===== config.mk =====
export PLATFORM = sky130hd
export DESIGN_NAME = odom_scheduler_flat
export DESIGN_NICKNAME = d
export VERILOG_FILES = /design/src/rtl/odom_scheduler_pkg.sv /design/src/rtl/odom_scheduler_if.sv /design/src/rtl/odom_scheduler_tick_gen.sv /design/src/rtl/odom_scheduler.sv /design/src/flat_wrapper.sv
export SDC_FILE = /design/constraint.sdc
export NUM_CORES = 1
export LEC_CHECK = 0
export CORE_AREA = 10 10 193 195
export CTS_CLUSTER_SIZE = 25
export DETAILED_ROUTE_END_ITERATION = 8
export DIE_AREA = 0 0 203 205
export GPL_ROUTABILITY_DRIVEN = 0
export MAX_ROUTING_LAYER = met4
export PLACE_DENSITY_LB_ADDON = 0.1
export SYNTH_ARGS = -nofsm -noshare
export SYNTH_HDL_FRONTEND = slang
export SYNTH_SLANG_ARGS = --single-unit

===== constraint.sdc =====
create_clock -name ODOM_SCHEDULER_CLOCK_50 -period 2 [get_ports ODOM_SCHEDULER_CLOCK_50]
set_input_delay 0.4 -clock ODOM_SCHEDULER_CLOCK_50 [delete_from_list [all_inputs] [get_ports ODOM_SCHEDULER_CLOCK_50]]
set_output_delay 0.4 -clock ODOM_SCHEDULER_CLOCK_50 [all_outputs]
set_load 0.02 [all_outputs]

===== src/rtl/odom_scheduler_pkg.sv =====
// odom_pkg: shared FSM state type and sizing constants for the odometry scheduler.
package odom_pkg;
    typedef enum logic [2:0] {IDLE, LATCH, START, WAIT, CAPTURE} state_t;
    localparam int DEFAULT_DATAWIDTH_N = 32;
    localparam int OVERRUN_W = 16;
endpackage


===== src/rtl/odom_scheduler_if.sv =====
// odom_scheduler_if: operand, calculator-result and pose bus between front end, scheduler and calculator.
interface odom_scheduler_if
    import odom_pkg::*;
#(
    parameter int DATAWIDTH_N = DEFAULT_DATAWIDTH_N
);
    logic                   ODOM_SCHEDULER_Enable_In;
    logic [DATAWIDTH_N-1:0] ODOM_SCHEDULER_W1_InBus;
    logic [DATAWIDTH_N-1:0] ODOM_SCHEDULER_W2_InBus;
    logic [DATAWIDTH_N-1:0] ODOM_SCHEDULER_W3_InBus;
    logic [DATAWIDTH_N-1:0] ODOM_SCHEDULER_W4_InBus;
    logic [DATAWIDTH_N-1:0] ODOM_SCHEDULER_THETA_InBus;
    logic [DATAWIDTH_N-1:0] ODOM_SCHEDULER_CW1_OutBus;
    logic [DATAWIDTH_N-1:0] ODOM_SCHEDULER_CW2_OutBus;
    logic [DATAWIDTH_N-1:0] ODOM_SCHEDULER_CW3_OutBus;
    logic [DATAWIDTH_N-1:0] ODOM_SCHEDULER_CW4_OutBus;
    logic [DATAWIDTH_N-1:0] ODOM_SCHEDULER_CTHETA_OutBus;
    logic                   ODOM_SCHEDULER_SETBEGIN_OutLow;
    logic [DATAWIDTH_N-1:0] ODOM_SCHEDULER_CPOSX_InBus;
    logic [DATAWIDTH_N-1:0] ODOM_SCHEDULER_CPOSY_InBus;
    logic [DATAWIDTH_N-1:0] ODOM_SCHEDULER_CTHETA_InBus;
    logic [DATAWIDTH_N-1:0] ODOM_SCHEDULER_POSX_OutBus;
    logic [DATAWIDTH_N-1:0] ODOM_SCHEDULER_POSY_OutBus;
    logic [DATAWIDTH_N-1:0] ODOM_SCHEDULER_THETA_OutBus;
    logic                   ODOM_SCHEDULER_Valid_Out;
    logic                   ODOM_SCHEDULER_Busy_Out;
`ifdef ODOM_SCHEDULER_OVERRUN_EN
    logic [OVERRUN_W-1:0]   ODOM_SCHEDULER_Overrun_OutBus;
`endif

    modport master (
        input  ODOM_SCHEDULER_Enable_In,
        input  ODOM_SCHEDULER_W1_InBus, ODOM_SCHEDULER_W2_InBus, ODOM_SCHEDULER_W3_InBus,
        input  ODOM_SCHEDULER_W4_InBus, ODOM_SCHEDULER_THETA_InBus,
        input  ODOM_SCHEDULER_CPOSX_InBus, ODOM_SCHEDULER_CPOSY_InBus, ODOM_SCHEDULER_CTHETA_InBus,
        output ODOM_SCHEDULER_CW1_OutBus, ODOM_SCHEDULER_CW2_OutBus, ODOM_SCHEDULER_CW3_OutBus,
        output ODOM_SCHEDULER_CW4_OutBus, ODOM_SCHEDULER_CTHETA_OutBus, ODOM_SCHEDULER_SETBEGIN_OutLow,
        output ODOM_SCHEDULER_POSX_OutBus, ODOM_SCHEDULER_POSY_OutBus, ODOM_SCHEDULER_THETA_OutBus,
`ifdef ODOM_SCHEDULER_OVERRUN_EN
        output ODOM_SCHEDULER_Overrun_OutBus,
`endif
        output ODOM_SCHEDULER_Valid_Out, ODOM_SCHEDULER_Busy_Out
    );

    modport slave (
        output ODOM_SCHEDULER_Enable_In,
        output ODOM_SCHEDULER_W1_InBus, ODOM_SCHEDULER_W2_InBus, ODOM_SCHEDULER_W3_InBus,
        output ODOM_SCHEDULER_W4_InBus, ODOM_SCHEDULER_THETA_InBus,
        output ODOM_SCHEDULER_CPOSX_InBus, ODOM_SCHEDULER_CPOSY_InBus, ODOM_SCHEDULER_CTHETA_InBus,
        input  ODOM_SCHEDULER_CW1_OutBus, ODOM_SCHEDULER_CW2_OutBus, ODOM_SCHEDULER_CW3_OutBus,
        input  ODOM_SCHEDULER_CW4_OutBus, ODOM_SCHEDULER_CTHETA_OutBus, ODOM_SCHEDULER_SETBEGIN_OutLow,
        input  ODOM_SCHEDULER_POSX_OutBus, ODOM_SCHEDULER_POSY_OutBus, ODOM_SCHEDULER_THETA_OutBus,
`ifdef ODOM_SCHEDULER_OVERRUN_EN
        input  ODOM_SCHEDULER_Overrun_OutBus,
`endif
        input  ODOM_SCHEDULER_Valid_Out, ODOM_SCHEDULER_Busy_Out
    );
endinterface


===== src/rtl/odom_scheduler_tick_gen.sv =====
// odom_tick_gen: enable-gated period counter emitting a registered one-cycle tick every PERIOD_CYCLES clocks.
module odom_tick_gen #(
    parameter int PERIOD_CYCLES = 500000
) (
    input  logic clk,
    input  logic rst_n,
    input  logic enable,
    output logic tick
);
    localparam int CW = PERIOD_CYCLES > 1 ? $clog2(PERIOD_CYCLES) : 1;
    logic [CW-1:0] cnt;
    logic          term;
    assign term = cnt == CW'(PERIOD_CYCLES - 1);
    always_ff @(posedge clk or negedge rst_n) begin
        if (!rst_n) begin
            cnt  <= '0;
            tick <= 1'b0;
        end else begin
            cnt  <= (!enable || term) ? '0 : cnt + 1'b1;
            tick <= enable && term;
        end
    end
endmodule


===== src/rtl/odom_scheduler.sv =====
// odom_scheduler: snapshots operands on each tick, pulses the calculator start, captures the pose after CALC_LATENCY.
// Defining ODOM_SCHEDULER_OVERRUN_EN adds a saturating dropped-tick counter.
module odom_scheduler
    import odom_pkg::*;
#(
    parameter int DATAWIDTH_N   = DEFAULT_DATAWIDTH_N,
    parameter int PERIOD_CYCLES = 500000,
    parameter int CALC_LATENCY  = 8
) (
    input  logic ODOM_SCHEDULER_CLOCK_50,
    input  logic ODOM_SCHEDULER_Reset_InLow,
    odom_scheduler_if.master bus
);
    localparam int WW = CALC_LATENCY > 1 ? $clog2(CALC_LATENCY) : 1;
    logic                   clk, rst_n, tick, cap;
    state_t                 state_q, state_d;
    logic [WW-1:0]          wcnt;
    logic [DATAWIDTH_N-1:0] opnd [5];
    logic [DATAWIDTH_N-1:0] pose [3];
    logic                   set_begin_n, valid;
    assign clk   = ODOM_SCHEDULER_CLOCK_50;
    assign rst_n = ODOM_SCHEDULER_Reset_InLow;

    odom_tick_gen #(.PERIOD_CYCLES(PERIOD_CYCLES)) u_tick (
        .clk(clk), .rst_n(rst_n), .enable(bus.ODOM_SCHEDULER_Enable_In), .tick(tick)
    );

    assign cap = state_q == WAIT && wcnt == '0;
    always_comb begin
        state_d = state_q == IDLE  ? (tick ? LATCH : IDLE) :
                  state_q == LATCH ? START :
                  state_q == START ? WAIT :
                  state_q == WAIT  ? (cap ? CAPTURE : WAIT) : IDLE;
    end

    always_ff @(posedge clk or negedge rst_n) begin
        if (!rst_n) state_q <= IDLE;
        else        state_q <= state_d;
    end

    // pose is loaded on the edge entering CAPTURE so it appears together with the valid strobe
    always_ff @(posedge clk or negedge rst_n) begin
        if (!rst_n) begin
            opnd        <= '{default: '0};
            pose        <= '{default: '0};
            wcnt        <= '0;
            set_begin_n <= 1'b1;
            valid       <= 1'b0;
        end else begin
            if (state_q == LATCH)
                opnd <= '{bus.ODOM_SCHEDULER_W1_InBus, bus.ODOM_SCHEDULER_W2_InBus, bus.ODOM_SCHEDULER_W3_InBus,
                          bus.ODOM_SCHEDULER_W4_InBus, bus.ODOM_SCHEDULER_THETA_InBus};
            if (cap)
                pose <= '{bus.ODOM_SCHEDULER_CPOSX_InBus, bus.ODOM_SCHEDULER_CPOSY_InBus, bus.ODOM_SCHEDULER_CTHETA_InBus};
            wcnt        <= state_q == START ? WW'(CALC_LATENCY - 1) : (state_q == WAIT && !cap) ? wcnt - 1'b1 : wcnt;
            set_begin_n <= state_q != LATCH;
            valid       <= cap;
        end
    end

`ifdef ODOM_SCHEDULER_OVERRUN_EN
    logic [OVERRUN_W-1:0] overrun;
    always_ff @(posedge clk or negedge rst_n) begin
        if (!rst_n)                                       overrun <= '0;
        else if (tick && state_q != IDLE && overrun != '1) overrun <= overrun + 1'b1;
    end
    assign bus.ODOM_SCHEDULER_Overrun_OutBus = overrun;
`endif

    assign bus.ODOM_SCHEDULER_CW1_OutBus      = opnd[0];
    assign bus.ODOM_SCHEDULER_CW2_OutBus      = opnd[1];
    assign bus.ODOM_SCHEDULER_CW3_OutBus      = opnd[2];
    assign bus.ODOM_SCHEDULER_CW4_OutBus      = opnd[3];
    assign bus.ODOM_SCHEDULER_CTHETA_OutBus   = opnd[4];
    assign bus.ODOM_SCHEDULER_POSX_OutBus     = pose[0];
    assign bus.ODOM_SCHEDULER_POSY_OutBus     = pose[1];
    assign bus.ODOM_SCHEDULER_THETA_OutBus    = pose[2];
    assign bus.ODOM_SCHEDULER_SETBEGIN_OutLow = set_begin_n;
    assign bus.ODOM_SCHEDULER_Valid_Out       = valid;
    assign bus.ODOM_SCHEDULER_Busy_Out        = state_q != IDLE;
endmodule

===== src/flat_wrapper.sv =====
// flat-port wrapper written by rule: the top's interface ports become plain ports
module odom_scheduler_flat import odom_pkg::*;
#(
    parameter int DATAWIDTH_N   = DEFAULT_DATAWIDTH_N,
    parameter int PERIOD_CYCLES = 500000,
    parameter int CALC_LATENCY  = 8
)
  (ODOM_SCHEDULER_CLOCK_50, ODOM_SCHEDULER_Reset_InLow, bus_ODOM_SCHEDULER_Enable_In, bus_ODOM_SCHEDULER_W1_InBus, bus_ODOM_SCHEDULER_W2_InBus, bus_ODOM_SCHEDULER_W3_InBus, bus_ODOM_SCHEDULER_W4_InBus, bus_ODOM_SCHEDULER_THETA_InBus, bus_ODOM_SCHEDULER_CPOSX_InBus, bus_ODOM_SCHEDULER_CPOSY_InBus, bus_ODOM_SCHEDULER_CTHETA_InBus, bus_ODOM_SCHEDULER_CW1_OutBus, bus_ODOM_SCHEDULER_CW2_OutBus, bus_ODOM_SCHEDULER_CW3_OutBus, bus_ODOM_SCHEDULER_CW4_OutBus, bus_ODOM_SCHEDULER_CTHETA_OutBus, bus_ODOM_SCHEDULER_SETBEGIN_OutLow, bus_ODOM_SCHEDULER_POSX_OutBus, bus_ODOM_SCHEDULER_POSY_OutBus, bus_ODOM_SCHEDULER_THETA_OutBus, bus_ODOM_SCHEDULER_Valid_Out, bus_ODOM_SCHEDULER_Busy_Out);
  odom_scheduler_if #(.DATAWIDTH_N(DATAWIDTH_N)) bus_i ();
  input  logic ODOM_SCHEDULER_CLOCK_50;
  input  logic ODOM_SCHEDULER_Reset_InLow;
  input wire logic [$bits(bus_i.ODOM_SCHEDULER_Enable_In)-1:0] bus_ODOM_SCHEDULER_Enable_In;
  input wire logic [$bits(bus_i.ODOM_SCHEDULER_W1_InBus)-1:0] bus_ODOM_SCHEDULER_W1_InBus;
  input wire logic [$bits(bus_i.ODOM_SCHEDULER_W2_InBus)-1:0] bus_ODOM_SCHEDULER_W2_InBus;
  input wire logic [$bits(bus_i.ODOM_SCHEDULER_W3_InBus)-1:0] bus_ODOM_SCHEDULER_W3_InBus;
  input wire logic [$bits(bus_i.ODOM_SCHEDULER_W4_InBus)-1:0] bus_ODOM_SCHEDULER_W4_InBus;
  input wire logic [$bits(bus_i.ODOM_SCHEDULER_THETA_InBus)-1:0] bus_ODOM_SCHEDULER_THETA_InBus;
  input wire logic [$bits(bus_i.ODOM_SCHEDULER_CPOSX_InBus)-1:0] bus_ODOM_SCHEDULER_CPOSX_InBus;
  input wire logic [$bits(bus_i.ODOM_SCHEDULER_CPOSY_InBus)-1:0] bus_ODOM_SCHEDULER_CPOSY_InBus;
  input wire logic [$bits(bus_i.ODOM_SCHEDULER_CTHETA_InBus)-1:0] bus_ODOM_SCHEDULER_CTHETA_InBus;
  output wire logic [$bits(bus_i.ODOM_SCHEDULER_CW1_OutBus)-1:0] bus_ODOM_SCHEDULER_CW1_OutBus;
  output wire logic [$bits(bus_i.ODOM_SCHEDULER_CW2_OutBus)-1:0] bus_ODOM_SCHEDULER_CW2_OutBus;
  output wire logic [$bits(bus_i.ODOM_SCHEDULER_CW3_OutBus)-1:0] bus_ODOM_SCHEDULER_CW3_OutBus;
  output wire logic [$bits(bus_i.ODOM_SCHEDULER_CW4_OutBus)-1:0] bus_ODOM_SCHEDULER_CW4_OutBus;
  output wire logic [$bits(bus_i.ODOM_SCHEDULER_CTHETA_OutBus)-1:0] bus_ODOM_SCHEDULER_CTHETA_OutBus;
  output wire logic [$bits(bus_i.ODOM_SCHEDULER_SETBEGIN_OutLow)-1:0] bus_ODOM_SCHEDULER_SETBEGIN_OutLow;
  output wire logic [$bits(bus_i.ODOM_SCHEDULER_POSX_OutBus)-1:0] bus_ODOM_SCHEDULER_POSX_OutBus;
  output wire logic [$bits(bus_i.ODOM_SCHEDULER_POSY_OutBus)-1:0] bus_ODOM_SCHEDULER_POSY_OutBus;
  output wire logic [$bits(bus_i.ODOM_SCHEDULER_THETA_OutBus)-1:0] bus_ODOM_SCHEDULER_THETA_OutBus;
  output wire logic [$bits(bus_i.ODOM_SCHEDULER_Valid_Out)-1:0] bus_ODOM_SCHEDULER_Valid_Out;
  output wire logic [$bits(bus_i.ODOM_SCHEDULER_Busy_Out)-1:0] bus_ODOM_SCHEDULER_Busy_Out;
  assign bus_i.ODOM_SCHEDULER_Enable_In = bus_ODOM_SCHEDULER_Enable_In;
  assign bus_i.ODOM_SCHEDULER_W1_InBus = bus_ODOM_SCHEDULER_W1_InBus;
  assign bus_i.ODOM_SCHEDULER_W2_InBus = bus_ODOM_SCHEDULER_W2_InBus;
  assign bus_i.ODOM_SCHEDULER_W3_InBus = bus_ODOM_SCHEDULER_W3_InBus;
  assign bus_i.ODOM_SCHEDULER_W4_InBus = bus_ODOM_SCHEDULER_W4_InBus;
  assign bus_i.ODOM_SCHEDULER_THETA_InBus = bus_ODOM_SCHEDULER_THETA_InBus;
  assign bus_i.ODOM_SCHEDULER_CPOSX_InBus = bus_ODOM_SCHEDULER_CPOSX_InBus;
  assign bus_i.ODOM_SCHEDULER_CPOSY_InBus = bus_ODOM_SCHEDULER_CPOSY_InBus;
  assign bus_i.ODOM_SCHEDULER_CTHETA_InBus = bus_ODOM_SCHEDULER_CTHETA_InBus;
  assign bus_ODOM_SCHEDULER_CW1_OutBus = bus_i.ODOM_SCHEDULER_CW1_OutBus;
  assign bus_ODOM_SCHEDULER_CW2_OutBus = bus_i.ODOM_SCHEDULER_CW2_OutBus;
  assign bus_ODOM_SCHEDULER_CW3_OutBus = bus_i.ODOM_SCHEDULER_CW3_OutBus;
  assign bus_ODOM_SCHEDULER_CW4_OutBus = bus_i.ODOM_SCHEDULER_CW4_OutBus;
  assign bus_ODOM_SCHEDULER_CTHETA_OutBus = bus_i.ODOM_SCHEDULER_CTHETA_OutBus;
  assign bus_ODOM_SCHEDULER_SETBEGIN_OutLow = bus_i.ODOM_SCHEDULER_SETBEGIN_OutLow;
  assign bus_ODOM_SCHEDULER_POSX_OutBus = bus_i.ODOM_SCHEDULER_POSX_OutBus;
  assign bus_ODOM_SCHEDULER_POSY_OutBus = bus_i.ODOM_SCHEDULER_POSY_OutBus;
  assign bus_ODOM_SCHEDULER_THETA_OutBus = bus_i.ODOM_SCHEDULER_THETA_OutBus;
  assign bus_ODOM_SCHEDULER_Valid_Out = bus_i.ODOM_SCHEDULER_Valid_Out;
  assign bus_ODOM_SCHEDULER_Busy_Out = bus_i.ODOM_SCHEDULER_Busy_Out;
  odom_scheduler #(.DATAWIDTH_N(DATAWIDTH_N), .PERIOD_CYCLES(PERIOD_CYCLES), .CALC_LATENCY(CALC_LATENCY)) u_core (.ODOM_SCHEDULER_CLOCK_50(ODOM_SCHEDULER_CLOCK_50), .ODOM_SCHEDULER_Reset_InLow(ODOM_SCHEDULER_Reset_InLow), .bus(bus_i));
endmodule

# == Word level (Yosys, flattened, before mapping) ==
# Index checks and enable logic that the tools add are counted.
# totals
regBits,284
latch_bits,0
mem_bits_rw,0
rom_bits,0
inputBits,259
output_inout_bits,259
word_cells,40
memories,0
# classes
n_addsub,2
n_mul,0
n_div,0
n_lt_le_gt_ge,0
n_eq_ne,5
shift,0
mux,9
bitwise_logic,0
reduce_logical,10
# op_table
cell,n
two-way mux 3 bit,7
"adder 19 x 1 -> 19 bit, second input constant",1
"equality test 19 bit, second input constant",1
two-way mux 19 bit,1
"equality test 3 x 2 -> 1 bit, second input constant",2
logical NOT 3 bit,2
"equality test 3 x 1 -> 1 bit, second input constant",1
logical AND 1 bit,3
"!= test 3 x 1 -> 1 bit, second input constant",1
nonzero test 3 bit,1
"subtractor 3 x 1 -> 3 bit, second input constant",1
logical NOT 1 bit,2
nonzero test 2 bit,1
logical OR 1 bit,1
two-way mux 1 bit,1

# == Depth between registers and ports, before layout ==
# Gate-level depths: netlist of run 1.
# depth
word_depth,7
ltp_mapped,8
depth_no_buf,6

# == Cells and area by module ==
# A second synthesis of run 1 with hierarchy kept.
# hier_totals
cells_unflattened,672
area_unflattened_um2,10850.4
# modules_own_cells
module,instances,cells_per_inst,area_each_um2,seq_area_each_um2
odom_scheduler,1,574,9844.4,6607.6
odom_tick_gen,1,98,1006.0,500.5

# == Least setup slack after synthesis of run 1 ==
# Ideal clock, no wire load.
# synth_timing
kind,register to register
startpoint,register u_core.wcnt[0]
endpoint,"register u_core.pose, in the netlist u_core.bus.ODOM_SCHEDULER_POSY_OutBus[17]"
setup_ns,0.125
arrival_ns,1.858
required_ns,1.875
path_slack_ns,0.018
stages_incl_launch_ff,9
n_path_buf,3
period_less_slack_ns,1.982
path_cell_list,dfrtp_1 inv_1 ha_1 nand2b_1 clkbuf_1 nor3_2 buf_2 buf_4 mux2_2
# synth_between
elab_chain_len,2
# synth_lines
item,line,source
from (decl),odom_scheduler.sv:17,logic [WW-1:0] wcnt;
from (signal assigned),odom_scheduler.sv:55,wcnt <= state_q == START ? WW'(CALC_LATENCY - 1) : (state_q == WAIT && !cap) ? wcnt - 1'b1 : wcnt;
logical NOT 3 bit,odom_scheduler.sv:28,assign cap = state_q == WAIT && wcnt == '0;
logical AND 1 bit,odom_scheduler.sv:28,
to (signal assigned),odom_scheduler.sv:54,"pose <= '{bus.ODOM_SCHEDULER_CPOSX_InBus, bus.ODOM_SCHEDULER_CPOSY_InBus, bus.ODOM_SCHEDULER_CTHETA_InBus};"
to (decl),odom_scheduler.sv:19,logic [DATAWIDTH_N-1:0] pose [3];
# Every way passes these cells.
# A chain may end at the register's enable or synchronous reset.

# == Final worst setup path of run 1 ==
# layout_timing
startpoint,"register u_core.opnd, in the netlist u_core.bus.ODOM_SCHEDULER_CW1_OutBus[11]"
endpoint,output bus_ODOM_SCHEDULER_CW1_OutBus[11]
# layout_lines
item,line,source
from (decl),odom_scheduler.sv:18,logic [DATAWIDTH_N-1:0] opnd [5];
from (signal assigned),odom_scheduler.sv:51,"opnd <= '{bus.ODOM_SCHEDULER_W1_InBus, bus.ODOM_SCHEDULER_W2_InBus, bus.ODOM_SCHEDULER_W3_InBus,"
to (decl),flat_wrapper.sv:21,output wire logic [$bits(bus_i.ODOM_SCHEDULER_CW1_OutBus)-1:0] bus_ODOM_SCHEDULER_CW1_OutBus;
# No word-level cell between the ends.

==> metrics.md, run 1 <==
| Metric | Value |
|---|---|
| Status | complete, no violations |
| Net count after synthesis | 944 |
| Clock network fraction of total power | 0.432 |
| Fraction of layout cells with a size suffix above 1 | 0.280 |
| Final count of hold timing violations | 0 |
| NumNets Final | 1492 |
| Worst max-slew margin expressed relative to the limit | 0.688 |
| Biggest area consumer among synthesized cells | sky130_fd_sc_hd__dfrtp_1 |
| Cell family contributing the most delay on the critical path | buffers and inverters |
| Total number of cells along the worst setup path | 1 |
| Number of input and output port buffers inserted | 517 |
| Static power due to leakage | 8.23 nW |
| Required time of the critical path | 1600 ps |
| Worst Path Max Fanout | 2 |
| Initial antenna violation count | 6 |
| Flop-to-flop setup slack | 120 ps |
| Die width | 203 um |
| Sequential share of power | 0.459 |
| Inserted Clock Buffers | 31 |
| Post-layout min period | 1950 ps |
| Post-detailed-route via-to-cell ratio | 4.41 |
| Final Core Density | 0.536 |
| Seq. cell area | 0.00711 mm^2 |
| M2 GR Usage | 0.320 |
| Arrival time of the worst setup path | 1550 ps |
| Area overhead of the layout relative to synthesis | 65.2% |
| Slowest stage cell on the critical path | sky130_fd_sc_hd__clkdlybuf4s50_1 |
| Core region area | 0.0333 mm^2 |
| TritonCTS clock tree | built |
| Multi-input logic area | 0.00353 mm^2 |
| Post-synthesis register bit count | 284 |
| Worst min-delay path class | input pin to asynchronous set/reset pin |
| Mean cell area of the mapped netlist | 15.8 um^2 |
| Critical Path Start Type | flip-flop |
| MaxCap Viol Count | 0 |
| Share of synthesized registers carrying an async set or reset | 1.00 |
| Clock tree root driver cell | sky130_fd_sc_hd__clkbuf_16 |
| Count of cell types in the netlist | 36 |
| Effective utilization at floorplan | 0.324 |
| Filler Cell Count | 2895 |
| Highest ir drop seen on vdd | 0.614 mV |
| DRC marker count from the first detailed-route iteration | 227 |
| Met3 usage | 0.0610 |
| Commonest non-fill, non-tap cell in the layout | sky130_fd_sc_hd__clkdlybuf4s50_1 |
| RSZ-0062 raised after global routing | no |
| Half-perimeter wire length of the detailed placement result | 30600 um |
| Ys Warns | 0 |
| Comb pwr share | 0.108 |
| Clk sinks | 284 |
| Standard-cell row count | 67 |
| Area share of the largest cell type after synthesis | 0.656 |
| Maximum number of pins on one net before global-route repair | 68 |
| Met1 capacity usage during global routing | 0.193 |
| Final Non-Filler Cells | 1707 |
| Global route hottest layer | met2 |
| Commonest non-fill, non-tap cells in the layout | sky130_fd_sc_hd__clkdlybuf4s50_1, sky130_fd_sc_hd__dfrtp_1, sky130_fd_sc_hd__mux2_2, sky130_fd_sc_hd__dlymetal6s2s_1, sky130_fd_sc_hd__dlygate4sd2_1 |
| Cell area after technology mapping | 0.0108 mm^2 |
| DRC violations left | 0 |
| Clock-pin transition on the worst setup and hold timing paths | 60 ps |
| Number of global-route vias before repair | 8043 |
| Part of the cycle the worst path needs | 0.976 |
| CTS H-tree lvls | 1 |
| Pins over their slew limit | 0 |
| Pre-CTS worst setup slack | 114 ps |
| Total routing usage reported by global routing | 0.181 |
| Worst-Skew Late Latency | 550 ps |
| Routed wire length per instance | 22.5 um |
| Detailed-router iteration count before antenna repair | 4 |
| Critical path's largest stage delay | 650 ps |
| Power density over the cells | 732 mW/mm^2 |
| CP Launch Point | u_core.bus.ODOM_SCHEDULER_CW1_OutBus[11] |
| Critical path class | flip-flop to output port |
| Count of final setup violators | 0 |
| Main area contributors after synthesis | sky130_fd_sc_hd__dfrtp_1, sky130_fd_sc_hd__mux2_2, sky130_fd_sc_hd__buf_2 |
| Global-route wire length before repair | 55500 um |
| Placed Instances | 1644 |
| Sequential fraction of the synthesis area | 0.658 |
| Clock tree buffer depth | 3 |
| Critical R2R Capture | u_core.bus.ODOM_SCHEDULER_THETA_OutBus[21] |
| Fmax | 512 MHz |
| Worst-case hold slack | 302 ps |
| Die Y-Extent | 205 um |
| Capture point of the worst path | bus_ODOM_SCHEDULER_CW1_OutBus[11] |
| Max Clock Skew | 14.4 ps |
| Cell-by-cell trace of the critical path | clkdlybuf4s50_1 |
| Total routed wirelength | 38400 um |
| Die area | 0.0416 mm^2 |
| GRT overflow | 0 |
| Cell internal power dissipation | 10.1 mW |
| Crit path capture type | output port |
| Reg-to-reg startpoint | u_core.wcnt[0] |
| Cell count after synthesis | 682 |
| Most frequently used flop master after synthesis | sky130_fd_sc_hd__dfrtp_1 |
| Number of ports placed on the die boundary | 518 |
| Actual slew at the worst max-slew pin | 468 ps |
| Remaining number of nets flagged by the antenna check after routing | 0 |
| Reg2Reg Depth | 7 |
| Switching power total | 2.99 mW |
| Post-route setup slack | 47.4 ps |
| Count of vias placed by the detailed router | 7531 |
| Switching Share | 0.229 |
| Worst Path Buf+Inv | 1 |
| Count of flip-flops with a built-in enable after synthesis | 0 |
cells in the mapped netlist (all sizes together) (2+ instances only):
library cell  instances
nor3                  7
inv                   5
or3                   6
or4bb                 2
nor4                  3
nand2                12
nor2                 24
and2                  2
xnor2                 9
clkbuf                6
mux2                256
dfrtp               283
nand4                 2
o21ai                 7
nand3                 8
or4                   2
ha                    3
a21oi                 8
buf                  26
xor2                  3
flip-flops by register name, summed over array words and instances (netlist names):
signal                                     cells
u_core.bus.ODOM_SCHEDULER_CTHETA_OutBus       32
u_core.u_tick.cnt                             19
u_core.bus.ODOM_SCHEDULER_THETA_OutBus        32
u_core.state_q                                 3
u_core.bus.ODOM_SCHEDULER_Valid_Out            1
u_core.bus.ODOM_SCHEDULER_CW3_OutBus          32
u_core.bus.ODOM_SCHEDULER_POSX_OutBus         32
u_core.bus.ODOM_SCHEDULER_POSY_OutBus         32
u_core.bus.ODOM_SCHEDULER_SETBEGIN_OutLow      1
u_core.bus.ODOM_SCHEDULER_CW4_OutBus          32
u_core.u_tick.tick                             1
u_core.bus.ODOM_SCHEDULER_CW2_OutBus          32
u_core.bus.ODOM_SCHEDULER_CW1_OutBus          32
u_core.wcnt                                    3
layer usage:
metal  routed length, um  vias to the layer above
met4                 714                        0
met1               14300                     3721
met3                3040                       44
met2               20400                      256
li1                    -                     3510
met5                   0                        -
worst register-to-register path: cells and delay by family, from the launching register on:
family	cells	cell delay, ps
mux	1	370
fa+ha+maj	1	160
simple gates	2	330
buf+inv	3	500
flops	1	400
final cells by class:
type                            instances  area share
Antenna cell                            7    0.000982
Clock buffer                           43      0.0516
Clock inverter                         12     0.00512
Inverter                                5     0.00105
Multi-Input combinational cell        361       0.198
Sequential cell                       284       0.399
Tap cell                              448      0.0314
Timing Repair Buffer                  547       0.313
logic make-up (layout without fill, tap and decap cells):
family	count (synthesis)	count (layout)	synth area share
XOR/XNOR	12	12	0.00974
other	0	7	0
buffers and inverters	37	607	0.0160
flip-flops	284	284	0.658
AND/OR/NAND/NOR	73	73	0.0363
adder cells (fa/ha/maj)	3	3	0.00348
AO/OA/AOI/OAI	17	17	0.00904
multiplexers	256	256	0.267
what timing repair did:
action / 4_1_cts / 5_1_grt
hold buffers: 1 / 0
buffers inserted: 0 / 0
hold endpoints to repair: 24 / 0
gates resized for setup: 35 / 44
endpoints found under the setup margin: 33 / 42
worst min-delay path by stage:
stage / to / cells after the start / slack (ps) / startpoint
2_1_floorplan: u_core.bus.ODOM_SCHEDULER_CTHETA_OutBus[0] / 0 / 100 / ODOM_SCHEDULER_Reset_InLow
3_3_place_gp: u_core.bus.ODOM_SCHEDULER_THETA_OutBus[16] / 1 / 290 / ODOM_SCHEDULER_Reset_InLow
3_5_place_dp: u_core.bus.ODOM_SCHEDULER_THETA_OutBus[21] / 1 / 290 / ODOM_SCHEDULER_Reset_InLow
4_1_cts: u_core.bus.ODOM_SCHEDULER_POSY_OutBus[21] / 2 / 290 / ODOM_SCHEDULER_Reset_InLow
5_1_grt: u_core.bus.ODOM_SCHEDULER_THETA_OutBus[21] / 2 / 320 / ODOM_SCHEDULER_Reset_InLow
6_report: u_core.bus.ODOM_SCHEDULER_THETA_OutBus[21] / 2 / 300 / ODOM_SCHEDULER_Reset_InLow
power by group through the flow:
stage,clock (mW),sequential (mW),combinational [mW]
floorplan,0,6.31,0.163
global placement,0,6.10,1.46
detailed placement,0,6.10,1.46
CTS,5.84,6.00,1.46
global route,6.07,6.02,1.52
finish,5.65,6.00,1.41
stage by stage:
stage          TNS, ps  area [um^2]  power, mW
5_1_grt              0        17800       13.6
3_5_place_dp         0        16700       7.57
6_report             0        17800       13.1
2_1_floorplan        0        10800       6.47
3_3_place_gp         0        16700       7.55
4_1_cts          -46.0        17700       13.3
(Power assumes the default switching activity.)
==> inputs of run 2 (changes only) <==
--- a/config.mk
+++ b/config.mk
@@ -15,3 +15,4 @@
 export SYNTH_ARGS = -nofsm -noshare
 export SYNTH_HDL_FRONTEND = slang
 export SYNTH_SLANG_ARGS = --single-unit
+export TNS_END_PERCENT = 100
==> results of run 2 <==
Final layout, timing and power as in run 1 (identical DEF).
==> inputs of run 3 (changes only) <==
--- a/config.mk
+++ b/config.mk
@@ -9,7 +9,6 @@
 export CTS_CLUSTER_SIZE = 25
 export DETAILED_ROUTE_END_ITERATION = 8
 export DIE_AREA = 0 0 203 205
-export GPL_ROUTABILITY_DRIVEN = 0
 export MAX_ROUTING_LAYER = met4
 export PLACE_DENSITY_LB_ADDON = 0.1
 export SYNTH_ARGS = -nofsm -noshare
==> results of run 3 <==
Final layout, timing and power as in run 1 (identical DEF).
